[config.mk]
export PLATFORM = sky130hd
export DESIGN_NAME = hazard_ctrl
export DESIGN_NICKNAME = d
export VERILOG_FILES = /design/src/rtl/hazard_pkg.sv /design/src/rtl/hazard_scoreboard.sv /design/src/rtl/hazard_ctrl.sv
export SDC_FILE = /design/constraint.sdc
export NUM_CORES = 1
export LEC_CHECK = 0
export CORE_MARGIN = 10
export CORE_UTILIZATION = 42
export DETAILED_ROUTE_END_ITERATION = 8
export PLACE_DENSITY = 0.7
export SYNTH_ARGS = -nofsm -noshare
export SYNTH_HDL_FRONTEND = slang
export SYNTH_SLANG_ARGS = --single-unit
[constraint.sdc]
create_clock -name clk_i -period 1.8 [get_ports clk_i]
set_clock_uncertainty 0.05 [all_clocks]
set_input_delay 0.18 -clock clk_i [delete_from_list [all_inputs] [get_ports clk_i]]
set_output_delay 0.18 -clock clk_i [all_outputs]
set_load 0.03 [all_outputs]
[src/rtl/hazard_pkg.sv]
// rtl/hazard_pkg.sv - shared types and match helpers for the pipeline hazard controller
//
// Contents:
//   RF_AW        register-index width used by the scoreboard records
//   fwd_sel_t    Execute operand source select (regfile / W result / M ALU result)
//   mem_st_t     data-memory wait sequencer states
//   stage_rec_t  per-stage scoreboard entry {valid, rd, regwrite, load, mem}
//   writes_reg   true when a stage holds a live writer of a non-zero register r
//   fwd_pick     forwarding select for one Execute source operand
//   accesses_mem true when a stage holds a live data-memory access

package hazard_pkg;

    localparam int RF_AW = 5;

    typedef enum logic [1:0] {
        FWD_RF  = 2'b00,
        FWD_WB  = 2'b01,
        FWD_MEM = 2'b10
    } fwd_sel_t;

    typedef enum logic [1:0] {
        RUN  = 2'b00,
        WAIT = 2'b01,
        ERR  = 2'b10
    } mem_st_t;

    typedef struct packed {
        logic             valid;
        logic [RF_AW-1:0] rd;
        logic             regwrite;
        logic             load;
        logic             mem;
    } stage_rec_t;

    localparam stage_rec_t BUBBLE = '0;

    // x0 is hardwired zero, so a write to it can never create a dependency.
    function automatic logic writes_reg(input stage_rec_t rec, input logic [RF_AW-1:0] r);
        return rec.valid && rec.regwrite && (rec.rd != '0) && (rec.rd == r);
    endfunction

    // M wins over W because it holds the younger value. A load in M has no
    // data yet; the load-use stall guarantees its consumer sees it from W.
    function automatic fwd_sel_t fwd_pick(input stage_rec_t m, input stage_rec_t w,
                                          input logic [RF_AW-1:0] r);
        if (writes_reg(m, r) && !m.load) begin
            return FWD_MEM;
        end else if (writes_reg(w, r)) begin
            return FWD_WB;
        end
        return FWD_RF;
    endfunction

    function automatic logic accesses_mem(input stage_rec_t rec);
        return rec.valid && rec.mem;
    endfunction

endpackage

[src/rtl/hazard_scoreboard.sv]
// rtl/hazard_scoreboard.sv - E/M/W in-flight destination tracking and dependency match
//
// Optional feature macro: HAZARD_FWD_EN (forwarding; W stage and source tracking exist only then)
//
// Ports:
//   clk_i, rst_ni        clock, asynchronous active-low reset
//   stall_em_i           hold E and M, bubble into W
//   flush_e_i            load a bubble into E instead of the Decode instruction
//   rs1_d_i, use1_d_i    Decode source 1 and whether it is read
//   rs2_d_i, use2_d_i    Decode source 2 and whether it is read
//   d_rec_i              Decode instruction record
//   m_rec_o              current M-stage record (memory sequencer input)
//   hazard_o             Decode must stall (load-use, or any E/M RAW without forwarding)
//   fwd_a_o, fwd_b_o     Execute operand forwarding selects

module hazard_scoreboard
    import hazard_pkg::*;
(
    input  logic             clk_i,
    input  logic             rst_ni,
    input  logic             stall_em_i,
    input  logic             flush_e_i,
    input  logic [RF_AW-1:0] rs1_d_i,
    input  logic             use1_d_i,
    input  logic [RF_AW-1:0] rs2_d_i,
    input  logic             use2_d_i,
    input  stage_rec_t       d_rec_i,
    output stage_rec_t       m_rec_o,
    output logic             hazard_o,
    output fwd_sel_t         fwd_a_o,
    output fwd_sel_t         fwd_b_o
);

    stage_rec_t e_q, e_d;
    stage_rec_t m_q, m_d;
    logic       e_hit;

    always_comb begin
        e_d = e_q;
        m_d = m_q;
        if (!stall_em_i) begin
            m_d = e_q;
            e_d = flush_e_i ? BUBBLE : d_rec_i;
        end
    end

    always_ff @(posedge clk_i or negedge rst_ni) begin
        if (!rst_ni) begin
            e_q <= BUBBLE;
            m_q <= BUBBLE;
        end else begin
            e_q <= e_d;
            m_q <= m_d;
        end
    end

    assign m_rec_o = m_q;
    assign e_hit   = (use1_d_i && writes_reg(e_q, rs1_d_i)) ||
                     (use2_d_i && writes_reg(e_q, rs2_d_i));

`ifdef HAZARD_FWD_EN
    stage_rec_t       w_q, w_d;
    logic [RF_AW-1:0] rs1_e_q, rs1_e_d;
    logic [RF_AW-1:0] rs2_e_q, rs2_e_d;

    always_comb begin
        w_d     = stall_em_i ? BUBBLE : m_q;
        rs1_e_d = rs1_e_q;
        rs2_e_d = rs2_e_q;
        if (!stall_em_i) begin
            // Sources are cleared with the bubble so it never requests a forward.
            rs1_e_d = flush_e_i ? '0 : rs1_d_i;
            rs2_e_d = flush_e_i ? '0 : rs2_d_i;
        end
    end

    always_ff @(posedge clk_i or negedge rst_ni) begin
        if (!rst_ni) begin
            w_q     <= BUBBLE;
            rs1_e_q <= '0;
            rs2_e_q <= '0;
        end else begin
            w_q     <= w_d;
            rs1_e_q <= rs1_e_d;
            rs2_e_q <= rs2_e_d;
        end
    end

    assign hazard_o = e_hit && e_q.load;
    assign fwd_a_o  = fwd_pick(m_q, w_q, rs1_e_q);
    assign fwd_b_o  = fwd_pick(m_q, w_q, rs2_e_q);
`else
    logic m_hit;

    // Without bypass paths the consumer waits until the writer reaches W,
    // where the write-first register file delivers the value.
    assign m_hit    = (use1_d_i && writes_reg(m_q, rs1_d_i)) ||
                      (use2_d_i && writes_reg(m_q, rs2_d_i));
    assign hazard_o = e_hit || m_hit;
    assign fwd_a_o  = FWD_RF;
    assign fwd_b_o  = FWD_RF;
`endif

endmodule

[src/rtl/hazard_ctrl.sv]
// rtl/hazard_ctrl.sv - 5-stage RV32I pipeline sequencer: stalls, flushes, forwarding, memory wait
//
// Optional feature macro: HAZARD_FWD_EN (operand forwarding; otherwise RAW hazards stall)
//
// Parameters:
//   REG_AW       register-index width, must equal hazard_pkg::RF_AW
//   MEM_TIMEOUT  M-stage wait cycles before MemErr_o (>= 2)
// Ports:
//   clk_i, rst_ni                 clock, asynchronous active-low reset
//   Rs1D_i, Rs2D_i, Use1D_i, Use2D_i  Decode sources and their use flags
//   RdD_i, RegWriteD_i, LoadD_i, MemD_i  Decode destination and class
//   PCSrcE_i                      taken branch/jump resolved in Execute
//   MemAckM_i                     data memory completes the M access this cycle
//   StallF_o, StallD_o, FlushD_o, FlushE_o, StallEM_o, FlushW_o  pipeline register controls
//   ForwardAE_o, ForwardBE_o      Execute operand selects (00 RF, 01 W, 10 M)
//   MemErr_o                      sticky data-memory timeout

module hazard_ctrl
    import hazard_pkg::*;
#(
    parameter int REG_AW      = 5,
    parameter int MEM_TIMEOUT = 16
) (
    input  logic              clk_i,
    input  logic              rst_ni,
    input  logic [REG_AW-1:0] Rs1D_i,
    input  logic [REG_AW-1:0] Rs2D_i,
    input  logic              Use1D_i,
    input  logic              Use2D_i,
    input  logic [REG_AW-1:0] RdD_i,
    input  logic              RegWriteD_i,
    input  logic              LoadD_i,
    input  logic              MemD_i,
    input  logic              PCSrcE_i,
    input  logic              MemAckM_i,
    output logic              StallF_o,
    output logic              StallD_o,
    output logic              FlushD_o,
    output logic              FlushE_o,
    output logic              StallEM_o,
    output logic              FlushW_o,
    output logic [1:0]        ForwardAE_o,
    output logic [1:0]        ForwardBE_o,
    output logic              MemErr_o
);

    localparam int CW = $clog2(MEM_TIMEOUT + 1);

    stage_rec_t      d_rec;
    stage_rec_t      m_rec;
    fwd_sel_t        fwd_a, fwd_b;
    logic            hazard;
    mem_st_t         st_q, st_d;
    logic [CW-1:0]   cnt_q, cnt_d;
    logic            mem_stall;
    logic            stall_f, stall_d, flush_d, flush_e, stall_em, flush_w;

    always_comb begin
        d_rec          = BUBBLE;
        d_rec.valid    = 1'b1;
        d_rec.rd       = RdD_i;
        d_rec.regwrite = RegWriteD_i;
        d_rec.load     = LoadD_i;
        d_rec.mem      = MemD_i;
    end

    hazard_scoreboard u_sb (
        .clk_i      (clk_i),
        .rst_ni     (rst_ni),
        .stall_em_i (stall_em),
        .flush_e_i  (flush_e),
        .rs1_d_i    (Rs1D_i),
        .use1_d_i   (Use1D_i),
        .rs2_d_i    (Rs2D_i),
        .use2_d_i   (Use2D_i),
        .d_rec_i    (d_rec),
        .m_rec_o    (m_rec),
        .hazard_o   (hazard),
        .fwd_a_o    (fwd_a),
        .fwd_b_o    (fwd_b)
    );

    // Memory wait sequencer. The stall is combinational so an access acked
    // in the cycle it reaches M never stalls; cnt_q counts stalled cycles.
    always_comb begin
        st_d      = st_q;
        cnt_d     = cnt_q;
        mem_stall = 1'b0;
        case (st_q)
            RUN: begin
                if (accesses_mem(m_rec) && !MemAckM_i) begin
                    mem_stall = 1'b1;
                    st_d      = WAIT;
                    cnt_d     = CW'(1);
                end
            end
            WAIT: begin
                if (MemAckM_i) begin
                    st_d  = RUN;
                    cnt_d = '0;
                end else begin
                    mem_stall = 1'b1;
                    cnt_d     = cnt_q + CW'(1);
                    if (cnt_q == CW'(MEM_TIMEOUT - 1)) begin
                        st_d = ERR;
                    end
                end
            end
            ERR: begin
                mem_stall = 1'b1;
            end
            default: begin
                st_d  = RUN;
                cnt_d = '0;
            end
        endcase
    end

    always_ff @(posedge clk_i or negedge rst_ni) begin
        if (!rst_ni) begin
            st_q  <= RUN;
            cnt_q <= '0;
        end else begin
            st_q  <= st_d;
            cnt_q <= cnt_d;
        end
    end

    // Priority: memory stall, then branch flush, then Decode hazard. While
    // E is frozen the branch in it is re-evaluated once it can advance.
    always_comb begin
        stall_f  = 1'b0;
        stall_d  = 1'b0;
        flush_d  = 1'b0;
        flush_e  = 1'b0;
        stall_em = 1'b0;
        flush_w  = 1'b0;
        if (mem_stall) begin
            stall_f  = 1'b1;
            stall_d  = 1'b1;
            stall_em = 1'b1;
            flush_w  = 1'b1;
        end else if (PCSrcE_i) begin
            flush_d = 1'b1;
            flush_e = 1'b1;
        end else if (hazard) begin
            stall_f = 1'b1;
            stall_d = 1'b1;
            flush_e = 1'b1;
        end
    end

    assign StallF_o    = stall_f;
    assign StallD_o    = stall_d;
    assign FlushD_o    = flush_d;
    assign FlushE_o    = flush_e;
    assign StallEM_o   = stall_em;
    assign FlushW_o    = flush_w;
    assign ForwardAE_o = fwd_a;
    assign ForwardBE_o = fwd_b;
    assign MemErr_o    = (st_q == ERR);

endmodule

==> impl_metrics.json, run 1 <==
{
  "p_per_area_nw_per_um2": 763,
  "power_mw": 1.41,
  "synth_top_family_by_area": "compound AO/OA/AOI/OAI gates",
  "syn_inst": 116,
  "synth_compound_area_share_pct": 15.8,
  "vias": 1059,
  "cts_made_buffers": 3,
  "first_pass_iters": 4,
  "dieWidth_um": 75.3,
  "synth-adder-area-share_pct": 1.95,
  "multi_input_area_um2": 739,
  "num_rows": 19,
  "crit_type": "reg2out",
  "synth_area_leaders": "dfrtp_1, xnor2_1, mux2_2",
  "setup_tns_ns": -3.08,
  "grt_pass1_wl_um": 5060,
  "worst_pin_slew_ns": 0.531,
  "drc_errors": 0,
  "fin_crit_sh_pct": 119,
  "syn_to_final_growth_pct": 43.8,
  "ctsLongestPathBuffers": 2,
  "register_area_um2": 577,
  "grtUsageMet1_pct": 12.1,
  "hold_path.class": "in2async",
  "clk_transition_reported_paths_ns": 0.13,
  "slew_violations": 0,
  "yosys_register_bits": 23,
  "die_h_um": 75.3,
  "rr_startpoint": "u_sb.m_rec_o[6]",
  "via_per_inst": 5.43,
  "critPathRequiredTime_ns": 1.57,
  "drt_wl_total_um": 3180,
  "grtUsageMet3_pct": 4.07,
  "die_area_um2": 5660,
  "top_usage_layer": "met2",
  "maxCapViolCount": 0,
  "drive_gt1_share_pct": 31.7,
  "avgSynthCellArea_um2": 11.1,
  "track_usage_pct": 11.3,
  "finalCriticalPeriod_ns": 2.14,
  "initial_core_util_pct": 45.3,
  "ys.flop_type": "dfrtp_1",
  "coreArea_um2": 2830,
  "final_cell_count_no_fill": 195,
  "failed_checks": "negative setup slack",
  "grt_use_met2_pct": 20.3,
  "yosysSeqAreaShare_pct": 44.9,
  "yosysWarnings": 0,
  "cts-root-buf": "clkbuf_4",
  "htreeDepth": 1,
  "syn_area_um2": 1280,
  "regToRegEndpoint": "u_sb.e_q[3]",
  "synthArstFlopShare_pct": 100,
  "antenna_found_initial": 0,
  "crit_arrival_ns": 1.91,
  "clock-sinks": 23,
  "pre_cts_slack_ns": -0.171,
  "synth_top_area_share_pct": 44.9,
  "cp-end-kind": "output port",
  "startpoint_type": "flip-flop",
  "gp_congestion": 0.830,
  "setup_viol": 11,
  "status": "finished, violations left",
  "dp_hpwl_um": 2450,
  "overflow": 0,
  "grt_start_max_net_pins": 24,
  "wl_per_cell_um": 16.3,
  "r2r_slack_ns": -0.28,
  "cts_tree": "done",
  "synth.distinct_cells": 31,
  "synth_xor_xnor_area_share_pct": 13.7,
  "crit_start": "u_sb.m_rec_o[6]",
  "slew_headroom_pct": 64.5,
  "drtIter0Drc": 32,
  "dp.cells": 186,
  "max_freq_mhz": 467,
  "rsz0062_at_grt": "true",
  "synth_largest_area_cell": "dfrtp_1",
  "hold_viol": 0,
  "fin_ws_ns": -0.341,
  "reg2reg_depth": 8,
  "ir_drop_mv": 0.495,
  "final_nets": 191,
  "pin_count": 35,
  "antenna_left": 0,
  "yosys.area_share.simple_pct": 9.95,
  "power.leakage_nw": 0.844,
  "layout_common_cells": "dfrtp_1, clkdlybuf4s50_1, buf_4, xnor2_1",
  "num_antenna_cells": 0,
  "ctsHoldBuffers": 0,
  "n_fill_cell": 220,
  "clock_latency_ns": 0.30,
  "grt_pass1_vias": 1151,
  "synth_edf_count": 0,
  "port_buffers": 29,
  "synthMuxAreaShare_pct": 8.68,
  "critPathMaxFanout": 3
}
[synthesized netlist by cell type (3+ instances only)]
master	count
dfrtp_1	23
nand4_1	4
mux2_2	9
xnor2_1	20
nor2_1	4
buf_4	6
o21ai_0	3
a32o_1	7
nand2_1	9
[through the flow]
step           cell area, µm²  utilization, %  hold WS [ns]
6_report                 1840            65.2         0.156
5_1_grt                  1840            65.2         0.169
4_1_cts                  1770            62.5         0.166
3_5_place_dp             1690            59.8         0.389
3_3_place_gp             1690            59.8         0.379
2_1_floorplan            1310               -        -0.166
[registers in the layout, summed over array words and instances, names as in the netlist]
signal and cells:
u_sb.e_q 8, u_sb.m_rec_o 8, cnt_q 5, st_q 2
[layer usage]
metal  wire length [µm]  share of wire [%]  up-vias
met5                  0                  0        -
met4                 17               0.53        0
met3                314                9.9        2
met2               1570                 49       35
met1               1290                 40      511
li1                   -                  -      511
[area by class of cell]
type                            instances  share of cell area [%]
Timing Repair Buffer                   49                    24.7
Multi-Input combinational cell         86                    40.1
Sequential cell                        23                    31.3
Inverter                                2                   0.407
Tap cell                               31                    2.10
Clock buffer                            4                    1.42
[cell families (layout without fill, tap and decap cells)]
group / count (synthesis) / in the layout
muxes: 10 / 10
buffers and inverters: 10 / 55
DFF: 23 / 23
AOI/OAI and AO/OA: 24 / 24
xor gates and xnor gates: 20 / 20
and+or+nand+nor: 26 / 26
adders and majority gates: 2 / 2
other: 1 / 4
[how the worst max path moves through the flow]
stage / to / slack (ns) / cells past startpoint
after floorplan: StallF_o / -0.13 / 5
after global placement: FlushE_o / -0.15 / 7
after detailed placement: u_sb.e_q[0] / -0.17 / 7
after CTS: FlushE_o / -0.36 / 5
after global routing: FlushE_o / -0.39 / 5
final: FlushE_o / -0.34 / 5
[power breakdown]
| part | total [mW] | internal (mW) | leakage (nW) | switching, mW |
|---|---|---|---|---|
| sequential | 0.658 | 0.591 | 0.297 | 0.0667 |
| combinational | 0.512 | 0.282 | 0.531 | 0.230 |
| clock | 0.237 | 0.0864 | 0.0150 | 0.151 |
| total | 1.41 | 0.960 | 0.844 | 0.447 |
[worst max-delay path, cell delays in order, from the launching register on]
cell,delay [ns]
dfrtp_1,0.40
or3_1,0.37
o311a_1,0.33
a22oi_4,0.27
a21oi_2,0.09
buf_6,0.14
[what timing repair did]
item                       4_1_cts  5_1_grt
gates resized for setup          7       11
buffers inserted                 3        2
setup endpoints to repair       11       12
pin swaps                        5        7
Power figures use the tool's default switching activity.
==> inputs of run 2 (changes only) <==
--- a/config.mk
+++ b/config.mk
@@ -5,10 +5,11 @@
 export SDC_FILE = /design/constraint.sdc
 export NUM_CORES = 1
 export LEC_CHECK = 0
+export CAP_MARGIN = 30
 export CORE_MARGIN = 10
 export CORE_UTILIZATION = 42
 export DETAILED_ROUTE_END_ITERATION = 8
-export PLACE_DENSITY = 0.7
+export PLACE_DENSITY_LB_ADDON = 0.12
 export SYNTH_ARGS = -nofsm -noshare
 export SYNTH_HDL_FRONTEND = slang
 export SYNTH_SLANG_ARGS = --single-unit
==> run 2 against run 1 <==
Net effect: the flow still finishes with violations (negative setup slack); worst setup slack lost 0.062 ns; power down 1.3%; first-iteration DRC count rose by 28%; register-to-register slack gained 0.14 ns; routed wire length shrank 6.8%; design area shrank 3.9%; clock-buffer cell count unchanged; worst hold slack worse by 0.0014 ns; combinational power shrank 4%; sequential share of layout area is 1.3 points higher; utilization shrank 2.5 points.
==> impl_metrics.json, run 2 (same netlist as run 1, synthesis figures left out) <==
{
  "status": "finished, violations left",
  "failed_checks": "negative setup slack",
  "rr_startpoint": "u_sb.m_rec_o[6]",
  "cp-end-kind": "output port",
  "cts_tree": "done",
  "finalCriticalPeriod_ns": 2.20,
  "coreArea_um2": 2830,
  "hold_viol": 0,
  "critPathMaxFanout": 4,
  "dp.cells": 181,
  "num_rows": 19,
  "wl_per_cell_um": 15.3,
  "ctsLongestPathBuffers": 2,
  "drive_gt1_share_pct": 27.6,
  "first_pass_iters": 4,
  "clock_latency_ns": 0.31,
  "final_nets": 190,
  "gp_congestion": 0.868,
  "r2r_slack_ns": -0.14,
  "setup_viol": 11,
  "dp_hpwl_um": 2280,
  "syn_to_final_growth_pct": 38.2,
  "grt_start_max_net_pins": 24,
  "crit_type": "reg2out",
  "maxCapViolCount": 0,
  "rsz0062_at_grt": "true",
  "initial_core_util_pct": 45.3,
  "antenna_found_initial": 0,
  "max_freq_mhz": 454,
  "power_mw": 1.39,
  "slew_headroom_pct": 64.4,
  "via_per_inst": 5.41,
  "hold_path.class": "in2async",
  "ir_drop_mv": 0.663,
  "startpoint_type": "flip-flop",
  "clk_transition_reported_paths_ns": 0.12,
  "layout_common_cells": "dfrtp_1, clkdlybuf4s50_1, xnor2_1, buf_4, mux2_2",
  "port_buffers": 29,
  "ctsHoldBuffers": 0,
  "track_usage_pct": 10.9,
  "drc_errors": 0,
  "die_area_um2": 5660,
  "grt_pass1_vias": 1065,
  "drtIter0Drc": 41,
  "die_h_um": 75.3,
  "p_per_area_nw_per_um2": 784,
  "htreeDepth": 1,
  "grt_pass1_wl_um": 4840,
  "power.leakage_nw": 0.805,
  "num_antenna_cells": 0,
  "antenna_left": 0,
  "worst_pin_slew_ns": 0.532,
  "critPathRequiredTime_ns": 1.57,
  "fin_crit_sh_pct": 122,
  "dieWidth_um": 75.3,
  "crit_arrival_ns": 1.97,
  "drt_wl_total_um": 2970,
  "vias": 1050,
  "regToRegEndpoint": "u_sb.e_q[3]",
  "cts_made_buffers": 3,
  "slew_violations": 0,
  "cts-root-buf": "clkbuf_4",
  "clock-sinks": 23,
  "reg2reg_depth": 6,
  "final_cell_count_no_fill": 194,
  "pin_count": 35,
  "overflow": 0,
  "fin_ws_ns": -0.403
}
-- run 2: worst max-delay path by stage --
stage,from,to,slack [ns]
finish,u_sb.m_rec_o[6],FlushE_o,-0.40
detailed placement,Rs1D_i[0],FlushE_o,-0.22
CTS,u_sb.m_rec_o[4],FlushE_o,-0.43
global placement,Rs1D_i[0],FlushE_o,-0.18
floorplan,u_sb.m_rec_o[4],StallF_o,-0.13
global route,u_sb.m_rec_o[6],FlushE_o,-0.48
-- run 2: report_power, final --
| group | leakage (nW) | switching (mW) | total [mW] | internal, mW |
|---|---|---|---|---|
| clock network | 0.0150 | 0.148 | 0.234 | 0.0865 |
| registers | 0.297 | 0.0697 | 0.661 | 0.591 |
| logic | 0.492 | 0.219 | 0.494 | 0.275 |
| total | 0.805 | 0.436 | 1.39 | 0.953 |
-- run 2: cell type report --
cell class,count,area [µm²]
Tap cell,31,38.8
Fill cell,250,1060
Inverter,2,7.51
Timing Repair Buffer,48,433
Multi-Input combinational cell,86,691
Clock buffer,4,26.3
Sequential cell,23,577
-- run 2: layer usage --
metal	part of all wire (%)	global-route usage [%]
met4	2.2	6.19
met1	44	12.8
met5	0	0
met2	42	16.9
met3	11	4.07
-- run 2: per-stage QoR --
step	hold WS, ns	setup slack (ns)	setup TNS [ns]	instance area [µm²]	util, %
6_report	0.154	-0.403	-2.10	1770	62.7
5_1_grt	0.159	-0.480	-2.94	1770	62.7
4_1_cts	0.158	-0.435	-1.53	1690	59.8
3_5_place_dp	0.396	-0.221	-0.976	1640	58.1
2_1_floorplan	-0.166	-0.129	-0.198	1310	-
3_3_place_gp	0.384	-0.177	-0.841	1640	58.1
-- run 2: worst max-delay path: stages (launching register included) --
cell     delay, ns
dfrtp_1       0.39
or3_1         0.39
o311a_1       0.38
a22oi_4       0.26
a21oi_2       0.10
buf_6         0.15
-- run 2: repair_timing --
action,CTS,global route
gates cloned,0,1
setup endpoints to repair,5,14
setup buffers,2,6
gates resized for setup,4,7
pin swaps,1,5
